### src/rtl/mem2_wr_pkg.sv
// Shared types and default sizing for the memory2 write-side controller.
// Used by mem2_level_ctr and mem2_burst_writer.
package mem2_wr_pkg;

  localparam int DEF_DATA_WIDTH = 32;
  localparam int DEF_LOC        = 64;
  localparam int DEF_ADD_WIDTH  = 6;
  localparam int DEF_BURST      = 8;

  typedef enum logic [1:0] {
    S_IDLE,
    S_BURST,
    S_DONE
  } wr_state_e;

endpackage

### src/rtl/mem2_level_ctr.sv
// Saturating up/down occupancy counter for memory2.
// Raises underflow/overflow strobes for the optional error checker.
module mem2_level_ctr
  import mem2_wr_pkg::*;
#(
  parameter int LOC = DEF_LOC,
  parameter int AW  = DEF_ADD_WIDTH
) (
  input  logic        rclk,
  input  logic        rst,
  input  logic        inc,
  input  logic        dec,
  output logic [AW:0] level,
  output logic        full,
  output logic        empty,
  output logic        udf,
  output logic        ovf
);

  localparam logic [AW:0] LOC_V = (AW+1)'(LOC);
  localparam logic [AW:0] ONE   = (AW+1)'(1);

  assign full  = (level == LOC_V);
  assign empty = (level == '0);
  assign udf   = dec && empty;
  assign ovf   = inc && full;

  // inc and dec together cancel out
  always_ff @(posedge rclk or negedge rst) begin
    if (!rst) begin
      level <= '0;
    end else if (inc && !dec && !full) begin
      level <= level + ONE;
    end else if (dec && !inc && !empty) begin
      level <= level - ONE;
    end
  end

endmodule

### src/rtl/mem2_burst_writer.sv
// Burst write controller feeding memory2; reserves BURST slots per burst.
// Define MEM2_WR_OVF_CHK_EN to enable the sticky underflow/overflow err flag.
module mem2_burst_writer
  import mem2_wr_pkg::*;
#(
  parameter int DATA_WIDTH = DEF_DATA_WIDTH,
  parameter int LOC        = DEF_LOC,
  parameter int ADD_WIDTH  = DEF_ADD_WIDTH,
  parameter int BURST      = DEF_BURST
) (
  input  logic                  rclk,
  input  logic                  rst,
  input  logic                  s_valid,
  input  logic [DATA_WIDTH-1:0] s_data,
  output logic                  s_ready,
  input  logic                  ren_mon,
  output logic                  wen,
  output logic [DATA_WIDTH-1:0] din,
  output logic [ADD_WIDTH:0]    level,
  output logic                  full,
  output logic                  empty,
  output logic                  burst_done,
  output logic                  err
);

  localparam int BW = (BURST > 1) ? $clog2(BURST) : 1;
  localparam logic [BW-1:0] LAST = BW'(BURST - 1);
  localparam logic [BW-1:0] BONE = BW'(1);
  localparam logic [ADD_WIDTH:0] LOC_V = (ADD_WIDTH+1)'(LOC);
  localparam logic [ADD_WIDTH:0] BST_V = (ADD_WIDTH+1)'(BURST);

  wr_state_e     state, state_n;
  logic [BW-1:0] beat, beat_n;
  logic          acc;
  logic          admit;
  logic          udf;
  logic          ovf;

  assign acc   = s_valid && s_ready;
  // level never exceeds LOC, so the subtraction cannot wrap
  assign admit = (LOC_V - level) >= BST_V;

  always_ff @(posedge rclk or negedge rst) begin
    if (!rst) begin
      state <= S_IDLE;
      beat  <= '0;
    end else begin
      state <= state_n;
      beat  <= beat_n;
    end
  end

  always_comb begin
    state_n    = state;
    beat_n     = beat;
    s_ready    = 1'b0;
    burst_done = 1'b0;
    unique case (state)
      S_IDLE: begin
        if (s_valid && admit) state_n = S_BURST;
      end
      S_BURST: begin
        s_ready = 1'b1;
        if (acc) begin
          if (beat == LAST) begin
            beat_n  = '0;
            state_n = S_DONE;
          end else begin
            beat_n = beat + BONE;
          end
        end
      end
      S_DONE: begin
        burst_done = 1'b1;
        state_n    = S_IDLE;
      end
      default: state_n = S_IDLE;
    endcase
  end

  always_ff @(posedge rclk or negedge rst) begin
    if (!rst) begin
      wen <= 1'b0;
      din <= '0;
    end else begin
      wen <= acc;
      if (acc) din <= s_data;
    end
  end

  mem2_level_ctr #(
    .LOC (LOC),
    .AW  (ADD_WIDTH)
  ) u_lvl (
    .rclk  (rclk),
    .rst   (rst),
    .inc   (acc),
    .dec   (ren_mon),
    .level (level),
    .full  (full),
    .empty (empty),
    .udf   (udf),
    .ovf   (ovf)
  );

`ifdef MEM2_WR_OVF_CHK_EN
  always_ff @(posedge rclk or negedge rst) begin
    if (!rst) begin
      err <= 1'b0;
    end else if (udf || ovf) begin
      err <= 1'b1;
    end
  end
`else
  logic unused_chk;
  assign unused_chk = udf ^ ovf;
  assign err        = 1'b0;
`endif

endmodule

### config.mk
export PLATFORM = sky130hd
export DESIGN_NAME = mem2_burst_writer
export DESIGN_NICKNAME = d
export VERILOG_FILES = /design/src/rtl/mem2_wr_pkg.sv /design/src/rtl/mem2_level_ctr.sv /design/src/rtl/mem2_burst_writer.sv
export SDC_FILE = /design/constraint.sdc
export NUM_CORES = 1
export LEC_CHECK = 0
export BUFFER_PORTS_ARGS = -buffer_cell sky130_fd_sc_hd__buf_4
export CORE_ASPECT_RATIO = 0.5
export CORE_MARGIN = 2
export CORE_UTILIZATION = 52
export DETAILED_ROUTE_END_ITERATION = 10
export GPL_TIMING_DRIVEN = 1
export HOLD_SLACK_MARGIN = 0.03
export PLACE_DENSITY = 0.84
export SLEW_MARGIN = 10
export SYNTH_ARGS = -nofsm -noshare
export SYNTH_HDL_FRONTEND = slang
export SYNTH_SLANG_ARGS = --single-unit
### constraint.sdc
create_clock -name rclk -period 6.1 [get_ports rclk]
set_input_delay 0.305 -clock rclk [delete_from_list [all_inputs] [get_ports rclk]]
set_output_delay 0.305 -clock rclk [all_outputs]
set_load 0.005 [all_outputs]
==> impl_metrics.json <==
{
  "comb_power_share": 0.491,
  "drv_slew": 0,
  "ys_warn_count": 0,
  "grt_pass1_vias": 1779,
  "reg2reg_depth": 9,
  "regToRegSetupSlack_ns": 3.00,
  "internal-power_uw": 884.6,
  "portBuffers": 79,
  "critPathArrivalTime_ns": 3.32,
  "nets": 344,
  "crit_path_top_delay_cell": "fa_1",
  "stdcell_area_sq_um": 2864,
  "p_leak_uw": 0.001545,
  "grt_pass1_wl_mm": 8.176,
  "max_clock_freq_mhz": 322.9,
  "cts_tree": "yes",
  "mostFrequentLayoutCell": "nand2_1",
  "drt_wl_total_mm": 4.945,
  "drive_above_1_share": 0.3289,
  "synthFlopType": "dfrtp_1",
  "r2r-start": "state[1]",
  "viasPerCell": 5.006,
  "area_growth_pct": 34.49,
  "fillCellCount": 303,
  "synth_edf_count": 0,
  "hold_end": "din[4]",
  "crit_fanout": 42,
  "cap_violations": 0,
  "worst_ir_drop_vdd_mv": 0.3485,
  "worst_pin_slew_ns": 0.9056,
  "swShare": 0.3736,
  "htreeDepth": 2,
  "worstSkewPairLatency_ns": 0.30,
  "drc": 0,
  "routedWlPerCell_microns": 13.93,
  "drt_iter0_markers": 90,
  "core_sq_um": 3924,
  "synth_area_sq_um": 2130,
  "cts.path.max_buffers": 2,
  "synth.net_count": 264,
  "path_cells": "nand3b_1 > buf_4 > or2_1 > or2_1 > fa_1 > a21o_1 > a2111o_1 > mux2_1 > mux2i_1",
  "grt_max_degree": 46,
  "crit_path_end_kind": "flip-flop",
  "antenna_found_initial": 0,
  "synth_area_leader_cell": "dfrtp_1",
  "grt_use_total": 0.2268,
  "floorplan.die.width_microns": 94.50,
  "layout_common_cells": "nand2_1 (104), buf_4 (80), dfrtp_1 (45), ha_1 (7)",
  "yosysUniqueCellTypes": 39,
  "critPathLaunchType": "flip-flop",
  "final.setup_skew_ns": 0.004355,
  "start_util": 0.5427,
  "route.vias.total": 1777,
  "synth_area_leaders": "dfrtp_1 (53%), nand2_1 (18%), ha_1 (4.1%), mux2_4 (3.5%), nor3_4 (1.5%)",
  "ant_nets": 0,
  "die_h_microns": 49.25,
  "period_share": 0.5077,
  "placed_cell_area_sq_um": 2764,
  "hold_path_depth": 3,
  "max-slew-margin-rel": 0.3925,
  "power_uw": 1412,
  "place.detailed.hpwl_mm": 3.534,
  "ios": 81,
  "die-area_sq_um": 4654,
  "overflow": 0,
  "cp_num_buf_inv": 1,
  "placement_rows": 16,
  "p_sw_uw": 527.6,
  "clkPwrFrac": 0.134,
  "tns_ns": 0,
  "synth-async-reset-ratio": 1.000,
  "worstSetupPathType": "flip-flop to flip-flop",
  "hold_viol_final": 0,
  "r2r_end": "u_lvl.level[6]",
  "cts_buffers": 5,
  "avgSynthCellArea_sq_um": 9.680,
  "power_density_nw_per_um2": 493.1,
  "crit_path_frequent_cell": "or2_1",
  "seqPwrFrac": 0.374,
  "rsz0062_at_grt": "no",
  "setup_violations": 0,
  "path_clk_slew_ns": 0.09,
  "crit_required_ns": 6.32,
  "fin_crit_ns": 3.097,
  "cpLargestDelayFamily": "simple AND/OR/NAND/NOR gates",
  "cts_setup_buffers": 0,
  "yosysTopAreaCellShare": 0.5288,
  "status": "completed",
  "hp-start": "s_data[4]",
  "post_cts_resized": 0,
  "cts_sinks": 45,
  "ys_ff_latch": 45,
  "drt_pass1_iterations": 4,
  "diodes": 0,
  "root_buffer": "clkbuf_8",
  "min-delay-path-class": "primary input to flip-flop",
  "gp_congestion": 0.8118,
  "slowest_delay_ns": 0.44,
  "synthCells": 220,
  "seq_area_frac_synth": 0.5288
}
==> repair_timing <==
action / 4_1_cts / 5_1_grt
hold endpoints to repair: 45 / 0
hold buffers: 1 / 0
setup endpoints to repair: 0 / 0
==> layer usage <==
| layer | up-vias | wire length, microns | global-route usage | share of wire |
|---|---|---|---|---|
| met2 | 42 | 2586 | 0.4024 | 0.52 |
| met5 | - | 0 | 0 | 0 |
| met1 | 847 | 2049 | 0.2776 | 0.41 |
| met4 | 0 | 76 | 0.07971 | 0.015 |
| li1 | 878 | - | - | - |
| met3 | 10 | 232 | 0.04482 | 0.047 |
==> synth_stat cells (2+ instances only) <==
| cell type | count |
|---|---|
| nand2_1 | 104 |
| dfrtp_1 | 45 |
| ha_1 | 7 |
| clkbuf_1 | 6 |
| mux2_4 | 5 |
| o21ai_0 | 4 |
| a21o_1 | 3 |
| and3_1 | 3 |
| nor3_1 | 3 |
| a21oi_1 | 2 |
| mux2i_1 | 2 |
| nand4b_1 | 2 |
| nor2b_1 | 2 |
| nor3_4 | 2 |
| nor3b_1 | 2 |
| or2_1 | 2 |
| or3_4 | 2 |
| xnor2_1 | 2 |
| xor2_1 | 2 |
==> kinds of logic after synthesis <==
logic type               after synthesis  share of synthesized area
other                                  1                   0.001761
XOR/XNOR                               4                    0.01645
multiplexers                           8                    0.04994
AND/OR/NAND/NOR                      127                     0.2673
buffers and inverters                 11                    0.02761
AO/OA/AOI/OAI                         16                    0.05759
adder cells (fa/ha/maj)                8                    0.05053
flip-flops                            45                     0.5288
==> through the flow <==
| stage | hold slack [ns] | setup WS (ns) | utilization | instances |
|---|---|---|---|---|
| 4_1_cts | 0.1801 | 3.013 | 0.7299 | 355 |
| 3_5_place_dp | 0.3377 | 3.050 | 0.7044 | 346 |
| 6_report | 0.1895 | 3.003 | 0.7299 | 355 |
| 3_3_place_gp | 0.3299 | 3.167 | 0.7044 | 346 |
| 5_1_grt | 0.1844 | 2.832 | 0.7299 | 355 |
| 2_1_floorplan | 0.009409 | 3.327 | - | 220 |
==> worst min-delay path, stage by stage <==
cell and delay, ns:
buf_4 0.08, nand2_1 0.04, nand2_1 0.04
==> how the worst max path moves through the flow <==
stage	slack, ns	cells past startpoint	startpoint	end
global placement	3.17	9	state[1]	u_lvl.level[6]
floorplan	3.33	8	u_lvl.level[1]	u_lvl.level[6]
finish	3.00	9	state[1]	u_lvl.level[6]
detailed placement	3.05	9	state[1]	u_lvl.level[6]
CTS	3.01	9	state[1]	u_lvl.level[6]
global route	2.83	9	state[1]	u_lvl.level[6]
==> sequential cells by signal, summed over array words and instances (netlist names) <==
signal,flops
din,32
u_lvl.level,7
beat,3
state,2
wen,1
==> final cells by class <==
class | instances | area (sq um) | area share
multi-input combinational | 164 | 944.7 | 0.3298
sequential | 45 | 1126 | 0.3932
timing repair buffer | 81 | 610.6 | 0.2132
tap | 54 | 67.56 | 0.02359
clock buffer | 5 | 68.82 | 0.02403
inverter | 3 | 25.02 | 0.008737
clock inverter | 3 | 21.27 | 0.007427
==> power groups by stage <==
stage	clock network [uW]	registers, uW	logic, uW
3_5_place_dp	0	534	692
5_1_grt	204	547	773
6_report	190	529	694
3_3_place_gp	0	525	665
4_1_cts	193	528	698
2_1_floorplan	0	528	400
(Power assumes the default switching activity.)
